File: src/rtl/tz_pkg.sv
// Shared types and helpers for the TrustZone read-response path.
//   tz_rsp_t      : one staged response, security tag plus 32-bit data
//   TZ_SEC        : tag value meaning secure
//   TZ_NONSEC     : tag value meaning non-secure
//   tz_in_window  : inclusive address-window test (addresses zero-extended to 64 bits)
package tz_pkg;

    typedef struct packed {
        logic        sec;
        logic [31:0] data;
    } tz_rsp_t;

    localparam logic TZ_SEC    = 1'b1;
    localparam logic TZ_NONSEC = 1'b0;

    function automatic logic tz_in_window(input logic [63:0] addr,
                                          input logic [63:0] base,
                                          input logic [63:0] limit);
        return (addr >= base) && (addr <= limit);
    endfunction

endpackage

File: src/rtl/tz_sync_fifo.sv
// Synchronous first-word-fall-through FIFO used as response storage.
// Ports:
//   clk    in   clock, all state on posedge
//   rst    in   synchronous active-high reset (pointers and count cleared)
//   push   in   write wdata this cycle (ignored while full)
//   pop    in   advance the head this cycle (ignored while empty)
//   wdata  in   WIDTH-bit entry to write
//   rdata  out  current head entry (undefined content while empty)
//   full   out  count == DEPTH, from registered count
//   empty  out  count == 0, from registered count
module tz_sync_fifo #(
    parameter int unsigned WIDTH = 33,
    parameter int unsigned DEPTH = 4
) (
    input  logic             clk,
    input  logic             rst,
    input  logic             push,
    input  logic             pop,
    input  logic [WIDTH-1:0] wdata,
    output logic [WIDTH-1:0] rdata,
    output logic             full,
    output logic             empty
);

    localparam int unsigned PW = $clog2(DEPTH);
    localparam int unsigned CW = PW + 1;

    logic [PW-1:0]    wr_ptr_q, wr_ptr_d;
    logic [PW-1:0]    rd_ptr_q, rd_ptr_d;
    logic [CW-1:0]    count_q, count_d;
    logic [WIDTH-1:0] mem_q [DEPTH];
    logic [WIDTH-1:0] mem_d [DEPTH];
    logic             do_push;
    logic             do_pop;

    assign full    = (count_q == CW'(DEPTH));
    assign empty   = (count_q == '0);
    assign do_push = push && !full;
    assign do_pop  = pop && !empty;
    assign rdata   = mem_q[rd_ptr_q];

    always_comb begin
        mem_d    = mem_q;
        wr_ptr_d = wr_ptr_q;
        rd_ptr_d = rd_ptr_q;
        if (do_push) begin
            mem_d[wr_ptr_q] = wdata;
            // DEPTH is a power of two, so natural overflow wraps the pointer
            wr_ptr_d        = wr_ptr_q + PW'(1);
        end
        if (do_pop) begin
            rd_ptr_d = rd_ptr_q + PW'(1);
        end
        count_d = count_q + CW'(do_push) - CW'(do_pop);
    end

    always_ff @(posedge clk) begin
        if (rst) begin
            wr_ptr_q <= '0;
            rd_ptr_q <= '0;
            count_q  <= '0;
        end else begin
            wr_ptr_q <= wr_ptr_d;
            rd_ptr_q <= rd_ptr_d;
            count_q  <= count_d;
        end
    end

    // Storage is not reset; a zero count hides stale entries.
    always_ff @(posedge clk) begin
        mem_q <= mem_d;
    end

endmodule

File: src/rtl/tz_rsp_queue.sv
// Read-response staging queue between the memory fabric and the TrustZone peripheral.
// Responses are tagged on entry (upstream tag OR secure address window), queued, and
// presented first-word-fall-through. The memory side cannot be stalled: a response
// arriving while full is dropped and counted.
// Optional feature macro: TZ_RSP_PARITY_EN adds an even-parity bit per entry; a head
// mismatch forces the fail-secure output (rdata=0, sec=1) and sets overflow.
// Ports:
//   clk, rst              clock and synchronous active-high reset
//   mem_rvalid/raddr/     incoming response (no backpressure)
//   rdata/rsec
//   rvalid, rready        head handshake toward the peripheral
//   rdata,                head data and security tag (0 / 1 while empty)
//   rdata_security_level
//   full                  queue holds DEPTH entries
//   drop_cnt              saturating count of dropped responses
//   overflow              sticky drop/parity-error flag, cleared only by rst
module tz_rsp_queue
    import tz_pkg::*;
#(
    parameter int unsigned   DEPTH     = 4,
    parameter int unsigned   AW        = 32,
    parameter logic [AW-1:0] SEC_BASE  = 32'h0000_A000,
    parameter logic [AW-1:0] SEC_LIMIT = 32'h0000_AFFF,
    parameter int unsigned   CNT_W     = 8
) (
    input  logic             clk,
    input  logic             rst,
    input  logic             mem_rvalid,
    input  logic [AW-1:0]    mem_raddr,
    input  logic [31:0]      mem_rdata,
    input  logic             mem_rsec,
    output logic             rvalid,
    input  logic             rready,
    output logic [31:0]      rdata,
    output logic             rdata_security_level,
    output logic             full,
    output logic [CNT_W-1:0] drop_cnt,
    output logic             overflow
);

    localparam int unsigned RW = $bits(tz_rsp_t);
`ifdef TZ_RSP_PARITY_EN
    localparam int unsigned EW = RW + 1;
`else
    localparam int unsigned EW = RW;
`endif

    tz_rsp_t          push_rsp;
    tz_rsp_t          head_rsp;
    logic [EW-1:0]    fifo_wdata;
    logic [EW-1:0]    fifo_rdata;
    logic             fifo_empty;
    logic             fifo_push;
    logic             fifo_pop;
    logic             drop;
    logic             head_err;
    logic [CNT_W-1:0] drop_cnt_q, drop_cnt_d;
    logic             overflow_q, overflow_d;

    // Tag can only be upgraded to secure, never cleared.
    always_comb begin
        push_rsp.sec  = mem_rsec |
                        tz_in_window(64'(mem_raddr), 64'(SEC_BASE), 64'(SEC_LIMIT));
        push_rsp.data = mem_rdata;
    end

`ifdef TZ_RSP_PARITY_EN
    // Even parity: stored bit makes the XOR over the whole entry zero.
    assign fifo_wdata = {^push_rsp, push_rsp};
    assign head_err   = ^fifo_rdata;
`else
    assign fifo_wdata = push_rsp;
    assign head_err   = 1'b0;
`endif
    assign head_rsp   = fifo_rdata[RW-1:0];

    assign fifo_push = mem_rvalid && !full;
    assign fifo_pop  = rvalid && rready;
    assign drop      = mem_rvalid && full;

    tz_sync_fifo #(
        .WIDTH (EW),
        .DEPTH (DEPTH)
    ) u_fifo (
        .clk   (clk),
        .rst   (rst),
        .push  (fifo_push),
        .pop   (fifo_pop),
        .wdata (fifo_wdata),
        .rdata (fifo_rdata),
        .full  (full),
        .empty (fifo_empty)
    );

    assign rvalid = !fifo_empty;

    // Idle or corrupted head presents the fail-secure value.
    always_comb begin
        rdata                = '0;
        rdata_security_level = TZ_SEC;
        if (rvalid && !head_err) begin
            rdata                = head_rsp.data;
            rdata_security_level = head_rsp.sec;
        end
    end

    always_comb begin
        drop_cnt_d = drop_cnt_q;
        if (drop && (drop_cnt_q != '1)) begin
            drop_cnt_d = drop_cnt_q + CNT_W'(1);
        end
        overflow_d = overflow_q | drop | (rvalid && head_err);
    end

    always_ff @(posedge clk) begin
        if (rst) begin
            drop_cnt_q <= '0;
            overflow_q <= 1'b0;
        end else begin
            drop_cnt_q <= drop_cnt_d;
            overflow_q <= overflow_d;
        end
    end

    assign drop_cnt = drop_cnt_q;
    assign overflow = overflow_q;

endmodule

File: config.mk
export PLATFORM = sky130hd
export DESIGN_NAME = tz_rsp_queue
export DESIGN_NICKNAME = d
export VERILOG_FILES = /design/src/rtl/tz_pkg.sv /design/src/rtl/tz_sync_fifo.sv /design/src/rtl/tz_rsp_queue.sv
export SDC_FILE = /design/constraint.sdc
export NUM_CORES = 1
export LEC_CHECK = 0
export BUFFER_PORTS_ARGS = -buffer_cell sky130_fd_sc_hd__clkbuf_2
export CORE_ASPECT_RATIO = 0.9
export CORE_MARGIN = 2
export CORE_UTILIZATION = 49
export DETAILED_ROUTE_END_ITERATION = 8
export GPL_TIMING_DRIVEN = 0
export PLACE_DENSITY = 0.86
export RECOVER_POWER = 50
export SETUP_SLACK_MARGIN = 0.05
export SKIP_LAST_GASP = 1
export SLEW_MARGIN = 20
export SYNTH_ARGS = -nofsm -noshare
export SYNTH_HDL_FRONTEND = slang
export SYNTH_SLANG_ARGS = --single-unit
File: constraint.sdc
create_clock -name clk -period 2.3 [get_ports clk]
set_input_delay 0.46 -clock clk [delete_from_list [all_inputs] [get_ports clk]]
set_output_delay 0.46 -clock clk [all_outputs]
set_load 0.05 [all_outputs]
==> results of run 1 <==
==> metal layers <==
layer	global-route usage (%)	routed length, um	up-vias
met2	32.5	6800	95
met4	6.80	157	0
met3	7.73	707	12
li1	-	-	1456
met5	0	0	-
met1	20.8	4630	1628
==> final cells by class <==
class,count,area (um2),area share [%]
flip-flops and latches,148,4300,54.9
multi-input cells,134,1580,20.2
repair buffers,116,1040,13.2
clock buffers,21,440,5.63
well taps,156,195,2.49
plain buffers,13,134,1.71
clock inverters,7,110,1.41
inverters,8,32.5,0.416
==> sequential cells by signal, indices dropped and copies added (netlist names) <==
register and count:
u_fifo.count_q 3, drop_cnt 8, u_fifo.mem_q 132, u_fifo.wr_ptr_q 2, overflow 1, u_fifo.rd_ptr_q 2
==> kinds of logic (layout without fill, tap and decap cells) <==
family,Yosys count,after routing,share of synthesized area (%)
multiplexers,35,35,13.0
flip-flops,148,148,73.1
AND/OR/NAND/NOR,72,72,7.31
XOR/XNOR,10,10,1.50
AO/OA/AOI/OAI,9,9,1.32
adder cells (fa/ha/maj),8,8,1.84
buffers and inverters,21,165,1.86
==> how the worst max path moves through the flow <==
stage | slack (ns) | from | to
after floorplan | 0.08 | u_fifo.count_q[2] | u_fifo.count_q[2]
after global placement | -0.50 | mem_rvalid | u_fifo.mem_q[8]
after detailed placement | -0.25 | u_fifo.count_q[0] | u_fifo.count_q[2]
after CTS | -0.11 | u_fifo.rd_ptr_q[0] | rdata[15]
after global routing | -0.14 | u_fifo.rd_ptr_q[0] | rdata[5]
final | -0.1 | u_fifo.rd_ptr_q[0] | rdata[5]
==> cells in the final DEF, fill, tap and decap left out, types with 4 or more instances in the layout <==
cell type and n:
and2_2 4, and2_4 31, buf_12 9, buf_4 7, buf_6 10, buf_8 22, clkbuf_1 38, clkbuf_16 23
clkbuf_2 38, dfxtp_1 13, edfxtp_1 132, ha_1 6, inv_1 7, mux4_2 33, nor2_1 14, xor2_1 6
==> critical path, stage by stage (launching register included) <==
cell and delay, ns:
dfxtp_4 0.37, buf_12 0.13, clkbuf_16 0.16, mux4_2 0.54
and2_4 0.19, buf_8 0.14
==> power groups by stage <==
stage                     clock [mW]  sequential [mW]  combinational, mW
after floorplan                    0             3.41               2.47
after global placement             0             3.40               3.17
after detailed placement           0             3.41               3.29
after CTS                       2.64             3.37               4.06
after global routing            2.78             3.41               4.92
final                           2.63             3.38               4.69
==> per-stage QoR <==
stage	std cells	hold slack (ns)	power, mW	TNS [ns]
after detailed placement	563	0.477	6.69	-0.384
after floorplan	303	0.514	5.88	0
after global routing	603	0.290	11.1	-3.06
after CTS	598	0.246	10.1	-2.25
final	603	0.293	10.7	-1.16
after global placement	559	0.460	6.57	-65.39
==> timing repair <==
action	in CTS	in global routing
setup endpoints to repair	36	34
pin swaps	5	4
gates cloned	0	4
setup buffers	7	3
resized for setup	92	71
==> results.cfg, run 1 <==
[synth]
syn_area_per_cell_um2 = 19.3
synth-main-ff-cell = edfxtp_1
synth_commonest_cells = 132 x edfxtp_1, 38 x and2_1, 33 x mux4_2
synthesis.area_mm2 = 0.00586
synth_top_area_share_pct = 67.7
yosysWarnings = 0
syn_inst = 303
ys_seq_area_share_pct = 73.1
synth_edf_count = 132
yosysTopAreaCell = edfxtp_1
synth_most_common_cell = edfxtp_1
synth-seq-cells = 148
synthTopCellsByArea = edfxtp_1 68%, mux4_2 13%, dfxtp_1 5.5%
yosysUniqueCellTypes = 35
syn_nets = 380
synthArstFlopShare_pct = 0

[setup_path]
r2r_slack_ns = 0.14
worstSetupPathType = flip-flop to output pin
worstSetupEndpointType = output pin
start_kind = flip-flop
crit_arrival_ns = 1.94
r2r-start = u_fifo.count_q[0]
cp_max_fo = 5
timing.critical_path.required_ns = 1.84
reg2reg_to = u_fifo.count_q[2]
r2r_cells = 10

[sta]
fmax_mhz = 417
slew_headroom_pct = 68.1
rsz0062_at_grt = yes
slew_viol_final = 0
setup_viol = 31
finalHoldViolCount = 0
layout_min_cycle_time_ns = 2.40
finClkSkew_ns = 0.00903
period_share_pct = 104
finalWorstSetupSlack_ns = -0.0995
tightest_slew_ns = 0.479

[power_and_ir_drop]
switching_share_pct = 33.1
pwr-share-clk_pct = 24.5
powerDensity_mw_per_mm2 = 1370
p_seq_share_pct = 31.6
p_leak_nw = 2.79
p_switching_mw = 3.54
power_frac_comb_pct = 43.8
intPower_mw = 7.17
max-vdd-ir-drop_v = 0.000677

[routing]
drc = 0
vias = 3191
wire_per_inst_um = 20.4
first_pass_iters = 4
drtAntennaViolNets = 0
drt_iter0_markers = 193
vias_per_cell = 5.29
drt_wl_total_um = 12300

[cts]
clk_pin_slew_ns = 0.05
h-tree-depth = 4
cts_tree = built
insertion_delay_ns = 0.42
clock_sinks = 148
cts-root-buf = clkbuf_16
cts.path.max_buffers = 2
numCtsBuffers = 17
hold_buffers = 0

[placed_design]
io_buffers = 100
place_congestion = 0.712
pre_cts_ws_ns = -0.245
dp_hpwl_um = 7190
place_area_mm2 = 0.00665

[global_route]
grt_pass1_wl_um = 17400
grt-ovfl-total = 0
antenna_found_initial = 0
grtUsageTotal_pct = 18.7
grt_pass1_vias = 3385
grt_start_max_net_pins = 26

[floorplan]
ios = 113
die_y_um = 108
die_area_mm2 = 0.0128
core_area_mm2 = 0.0115
dieWidth_um = 119
start_util_pct = 50.8
rows = 37

[cells_and_area]
finalInstanceArea_mm2 = 0.00782
layout-drive-gt1-share_pct = 43.8
finish.utilization_pct = 67.9
syn2layout_area_growth_pct = 33.6
antenna_cells = 0
final.fill_count = 752
nets = 515

[min_path]
hp-class = primary input to flip-flop
min_path_cells = 2
min_to = u_fifo.count_q[1]
hp-start = rst

[outcome]
status = finished with violations
violations = negative setup slack

[run]
drv_cap = 0
(Power assumes the default switching activity.)
==> run 2, diff against run 1 <==
--- a/config.mk
+++ b/config.mk
@@ -6,7 +6,7 @@
 export NUM_CORES = 1
 export LEC_CHECK = 0
 export BUFFER_PORTS_ARGS = -buffer_cell sky130_fd_sc_hd__clkbuf_2
-export CORE_ASPECT_RATIO = 0.9
+export CORE_ASPECT_RATIO = 0.5
 export CORE_MARGIN = 2
 export CORE_UTILIZATION = 49
 export DETAILED_ROUTE_END_ITERATION = 8
==> run 2 against run 1 <==
  * The run still ends with negative setup slack left
  * Sequential power is essentially flat
  * Sequential share of layout area shrank 0.42 points
  * Total power grew 1.9%
  * Hold slack gained 0.017 ns
  * Cell area grew 0.62%
  * Global-route usage grew 4.3 points
  * Clock power grew 2%
==> results.cfg, run 2 (synthesis gave the netlist of run 1 again) <==
[floorplan]
start_util_pct = 49.9
die_y_um = 81.3
ios = 113
dieWidth_um = 159
rows = 28
core_area_mm2 = 0.0117
die_area_mm2 = 0.0129

[placed_design]
placedCellCount = 572
io_buffers = 100
pre_cts_ws_ns = -0.226
dp_hpwl_um = 7230
place_congestion = 0.726

[setup_path]
worstSetupEndpointType = output pin
critical_path.top_delay_family = multiplexers
worstSetupPathType = flip-flop to output pin
path_buf_inv = 3
cp_max_fo = 7
timing.critical_path.required_ns = 1.84
max_stage_delay_ns = 0.51
start_kind = flip-flop
crit_arrival_ns = 2.00
critPathSlowestCell = mux4_2
worstPathCellList = buf_12 -> buf_6 -> mux4_2 -> or2_4 -> buf_8

[power_and_ir_drop]
p_seq_share_pct = 31.1
switching_share_pct = 35.6
pwr-share-clk_pct = 24.5
p_switching_mw = 3.88
max-vdd-ir-drop_v = 0.000727
p_leak_nw = 2.79
intPower_mw = 7.02
fin_total_pwr_mw = 10.9
powerDensity_mw_per_mm2 = 1390
power_frac_comb_pct = 44.5

[global_route]
grtUsageTotal_pct = 23.1
antenna_found_initial = 0
grt_pass1_wl_um = 20900
grt_pass1_vias = 3519
grt_start_max_net_pins = 28
grt-ovfl-total = 0

[routing]
first_pass_iters = 4
vias_per_cell = 5.62
wire_per_inst_um = 23.7
drtAntennaViolNets = 0
drt_wl_total_um = 14700
drc = 0
drt_iter0_markers = 299
vias = 3497

[sta]
period_share_pct = 107
finalWorstSetupSlack_ns = -0.159
slew_headroom_pct = 57.9
tightest_slew_ns = 0.635
layout_min_cycle_time_ns = 2.46
rsz0062_at_grt = yes
fmax_mhz = 407
setup_viol = 33
finalHoldViolCount = 0
finClkSkew_ns = 0.0126
slew_viol_final = 0

[run]
drv_cap = 0

[cts]
h-tree-depth = 4
cts.path.max_buffers = 2
cts_tree = built
clock_sinks = 148
cts-root-buf = clkbuf_16
hold_buffers = 0
numCtsBuffers = 17
clk_pin_slew_ns = 0.07
insertion_delay_ns = 0.42

[cells_and_area]
antenna_cells = 0
layout_common_cells = 132 x edfxtp_1, 38 x clkbuf_1, 36 x clkbuf_2
nets = 521
finalNonFillerCells = 622
largest_register_ffs = 132
syn2layout_area_growth_pct = 34.4
mostFrequentLayoutCell = edfxtp_1
layout-drive-gt1-share_pct = 43.3
top_register = u_fifo.mem_q

[outcome]
violations = negative setup slack
status = finished with violations

[min_path]
hp-class = primary input to flip-flop
## run 2: cell types whose count changed in the layout (fill, tap and decap cells not counted), moves of 3 or more
cell	change
clkbuf_8	+9
and2_1	+8
buf_8	-4
buf_4	+4
clkinv_4	+3
inv_6	+4
and2_4	-8
buf_6	-6
## run 2: area by class of cell
class / count / area [um2]
buffer: 13 / 128
sequential: 148 / 4290
clock inverter: 14 / 126
inverter: 8 / 30.0
clock buffer: 18 / 429
timing repair buffer: 122 / 1090
fill: 700 / 3860
multi-input combinational: 134 / 1570
tap: 165 / 206
## run 2: path summary, 6_finish.rpt
kind,start,to,slack (ns),cells after the start
setup / recovery,u_fifo.rd_ptr_q[0],rdata_security_level,-0.16,5
hold / removal,rst,drop_cnt[7],0.31,2
setup reg to reg,u_fifo.count_q[0],u_fifo.mem_q[55],0.03,6
hold reg to reg,drop_cnt[6],drop_cnt[6],0.52,2
## run 2: power groups by stage
stage	clock network, mW	logic, mW	registers [mW]
3_5_place_dp	0	3.27	3.41
4_1_cts	2.63	4.38	3.37
2_1_floorplan	0	2.47	3.41
3_3_place_gp	0	3.17	3.40
6_report	2.67	4.85	3.39
5_1_grt	2.79	5.03	3.40
## run 2: routing by layer
| layer | track usage [%] | vias up | part of all wire [%] |
|---|---|---|---|
| li1 | - | 1476 | - |
| met1 | 29.1 | 1805 | 40 |
| met2 | 37.9 | 179 | 50 |
| met3 | 6.78 | 37 | 7.0 |
| met4 | 10.1 | 0 | 2.9 |
| met5 | 0 | - | 0 |
## run 2: stage by stage
step	utilization, %	instance area [um2]	hold slack, ns	TNS [ns]
floorplan	-	5870	0.514	0
global placement	56.0	6580	0.457	-60.22
detailed placement	56.9	6680	0.460	-0.301
CTS	66.4	7800	0.243	-2.65
global route	67.1	7870	0.291	-6.65
finish	67.1	7870	0.309	-2.59
## run 2: timing repair
item / in CTS / in global routing
gates cloned: 1 / 1
endpoints found under the setup margin: 36 / 36
pin swaps: 7 / 5
resized for setup: 111 / 39
buffers inserted: 10 / 7
==> run 3, diff against run 2 <==
--- a/config.mk
+++ b/config.mk
@@ -12,7 +12,7 @@
 export DETAILED_ROUTE_END_ITERATION = 8
 export GPL_TIMING_DRIVEN = 0
 export PLACE_DENSITY = 0.86
-export RECOVER_POWER = 50
+export RECOVER_POWER = 25
 export SETUP_SLACK_MARGIN = 0.05
 export SKIP_LAST_GASP = 1
 export SLEW_MARGIN = 20
==> run 3 against run 2 <==
  * The flow still finishes with violations (negative setup slack)
  * Sequential cell count unchanged
  * Worst setup slack improved by 0.0086 ns
  * Total power increased by 0.26%
  * Non-clock buffer count unchanged
  * Critical endpoint unchanged
==> results.cfg, run 3 (synthesis gave the netlist of run 1 again) <==
[outcome]
status = finished with violations
violations = negative setup slack

[cells_and_area]
finalNonFillerCells = 622
antenna_cells = 0
multi_input_area_mm2 = 0.00159
syn2layout_area_growth_pct = 35.2
nets = 521
top_register = u_fifo.mem_q
finish.utilization_pct = 67.5
mostFrequentLayoutCell = edfxtp_1
largest_register_ffs = 132
seqCellArea_mm2 = 0.00429
final.fill_count = 682
layout_common_cells = 132 x edfxtp_1, 49 x clkbuf_2, 33 x mux4_2
layout-drive-gt1-share_pct = 47.3

[placed_design]
placedCellCount = 572
io_buffers = 100
pre_cts_ws_ns = -0.226
place_congestion = 0.726
dp_hpwl_um = 7230

[sta]
finalWorstSetupSlack_ns = -0.150
slew_viol_final = 0
rsz0062_at_grt = yes
period_share_pct = 107
tns_ns = -2.42
tightest_slew_ns = 0.558
layout_min_cycle_time_ns = 2.45
finClkSkew_ns = 0.0126
setup_viol = 33
hold_ws_ns = 0.271
finalHoldViolCount = 0
fmax_mhz = 408
slew_headroom_pct = 62.8

[run]
drv_cap = 0

[routing]
first_pass_iters = 5
vias_per_cell = 5.59
wire_per_inst_um = 23.8
drt_wl_total_um = 14800
drtAntennaViolNets = 0
drc = 0
drt_iter0_markers = 300
vias = 3479

[floorplan]
core_area_mm2 = 0.0117
die_y_um = 81.3
ios = 113
start_util_pct = 49.9
rows = 28
die_area_mm2 = 0.0129
dieWidth_um = 159

[cts]
clk_pin_slew_ns = 0.07
cts.path.max_buffers = 2
insertion_delay_ns = 0.42
clock_sinks = 148
numCtsBuffers = 17
cts_tree = built
cts-root-buf = clkbuf_16
h-tree-depth = 4
hold_buffers = 0

[global_route]
grt_pass1_vias = 3519
grt_pass1_wl_um = 20900
grt_start_max_net_pins = 28
antenna_found_initial = 0
grt-ovfl-total = 0
grtUsageTotal_pct = 23.1

[setup_path]
worstSetupPathType = flip-flop to output pin
cp_max_fo = 7
crit_arrival_ns = 1.99
r2r-start = u_fifo.count_q[1]
critical_path.top_delay_family = multiplexers
worstPathCellList = buf_12 -> buf_6 -> mux4_2 -> or2_4 -> buf_8
worstSetupEndpointType = output pin
start_kind = flip-flop
critPathSlowestCell = mux4_2
timing.critical_path.required_ns = 1.84
crit_start = u_fifo.rd_ptr_q[0]
max_stage_delay_ns = 0.51
path_buf_inv = 3

[power_and_ir_drop]
p_leak_nw = 2.84
max-vdd-ir-drop_v = 0.000726
powerDensity_mw_per_mm2 = 1380

[min_path]
hp-start = mem_rdata[8]
hp-class = primary input to flip-flop
-- run 3: changes by cell type in the layout (fill, tap and decap cells not counted), sizes merged --
| cell | before | now |
|---|---|---|
| clkbuf | 108 | 106 |
| buf | 45 | 47 |
-- run 3: through the flow --
stage	cell area [um2]	power, mW
4_1_cts	7800	10.4
6_report	7920	10.9
3_5_place_dp	6680	6.68
3_3_place_gp	6580	6.57
5_1_grt	7920	11.2
2_1_floorplan	5870	5.88
-- run 3: layout make-up --
type,count,share of cell area (%)
buffer,13,1.61
clock buffer,18,5.42
clock inverter,14,1.60
inverter,8,0.379
multi-input combinational,134,20.0
sequential,148,54.2
tap,165,2.61
timing repair buffer,122,14.1
-- run 3: path summary, 6_finish.rpt --
check,endpoint,slack [ns],cells after the start
setup / recovery,rdata_security_level,-0.15,5
hold / removal,u_fifo.mem_q[41],0.27,1
setup reg to reg,u_fifo.mem_q[52],0.11,6
hold reg to reg,drop_cnt[6],0.51,2
-- run 3: routing by layer --
| layer | vias up | track usage [%] | wire length [um] |
|---|---|---|---|
| li1 | 1476 | - | - |
| met1 | 1782 | 29.1 | 5990 |
| met2 | 188 | 37.9 | 7470 |
| met3 | 33 | 6.78 | 954 |
| met4 | 0 | 10.1 | 377 |
| met5 | - | 0 | 0 |
-- run 3: power by group --
| group | total [mW] | internal [mW] | switching, mW |
|---|---|---|---|
| Clock | 2.66 | 1.50 | 1.17 |
| Combinational | 4.88 | 2.28 | 2.60 |
| Sequential | 3.39 | 3.27 | 0.128 |
-- run 3: timing repair --
item	in CTS	in global routing
setup endpoints to repair	36	36
resized for setup	111	39
setup buffers	10	7
pin swaps	7	5
gates cloned	1	1
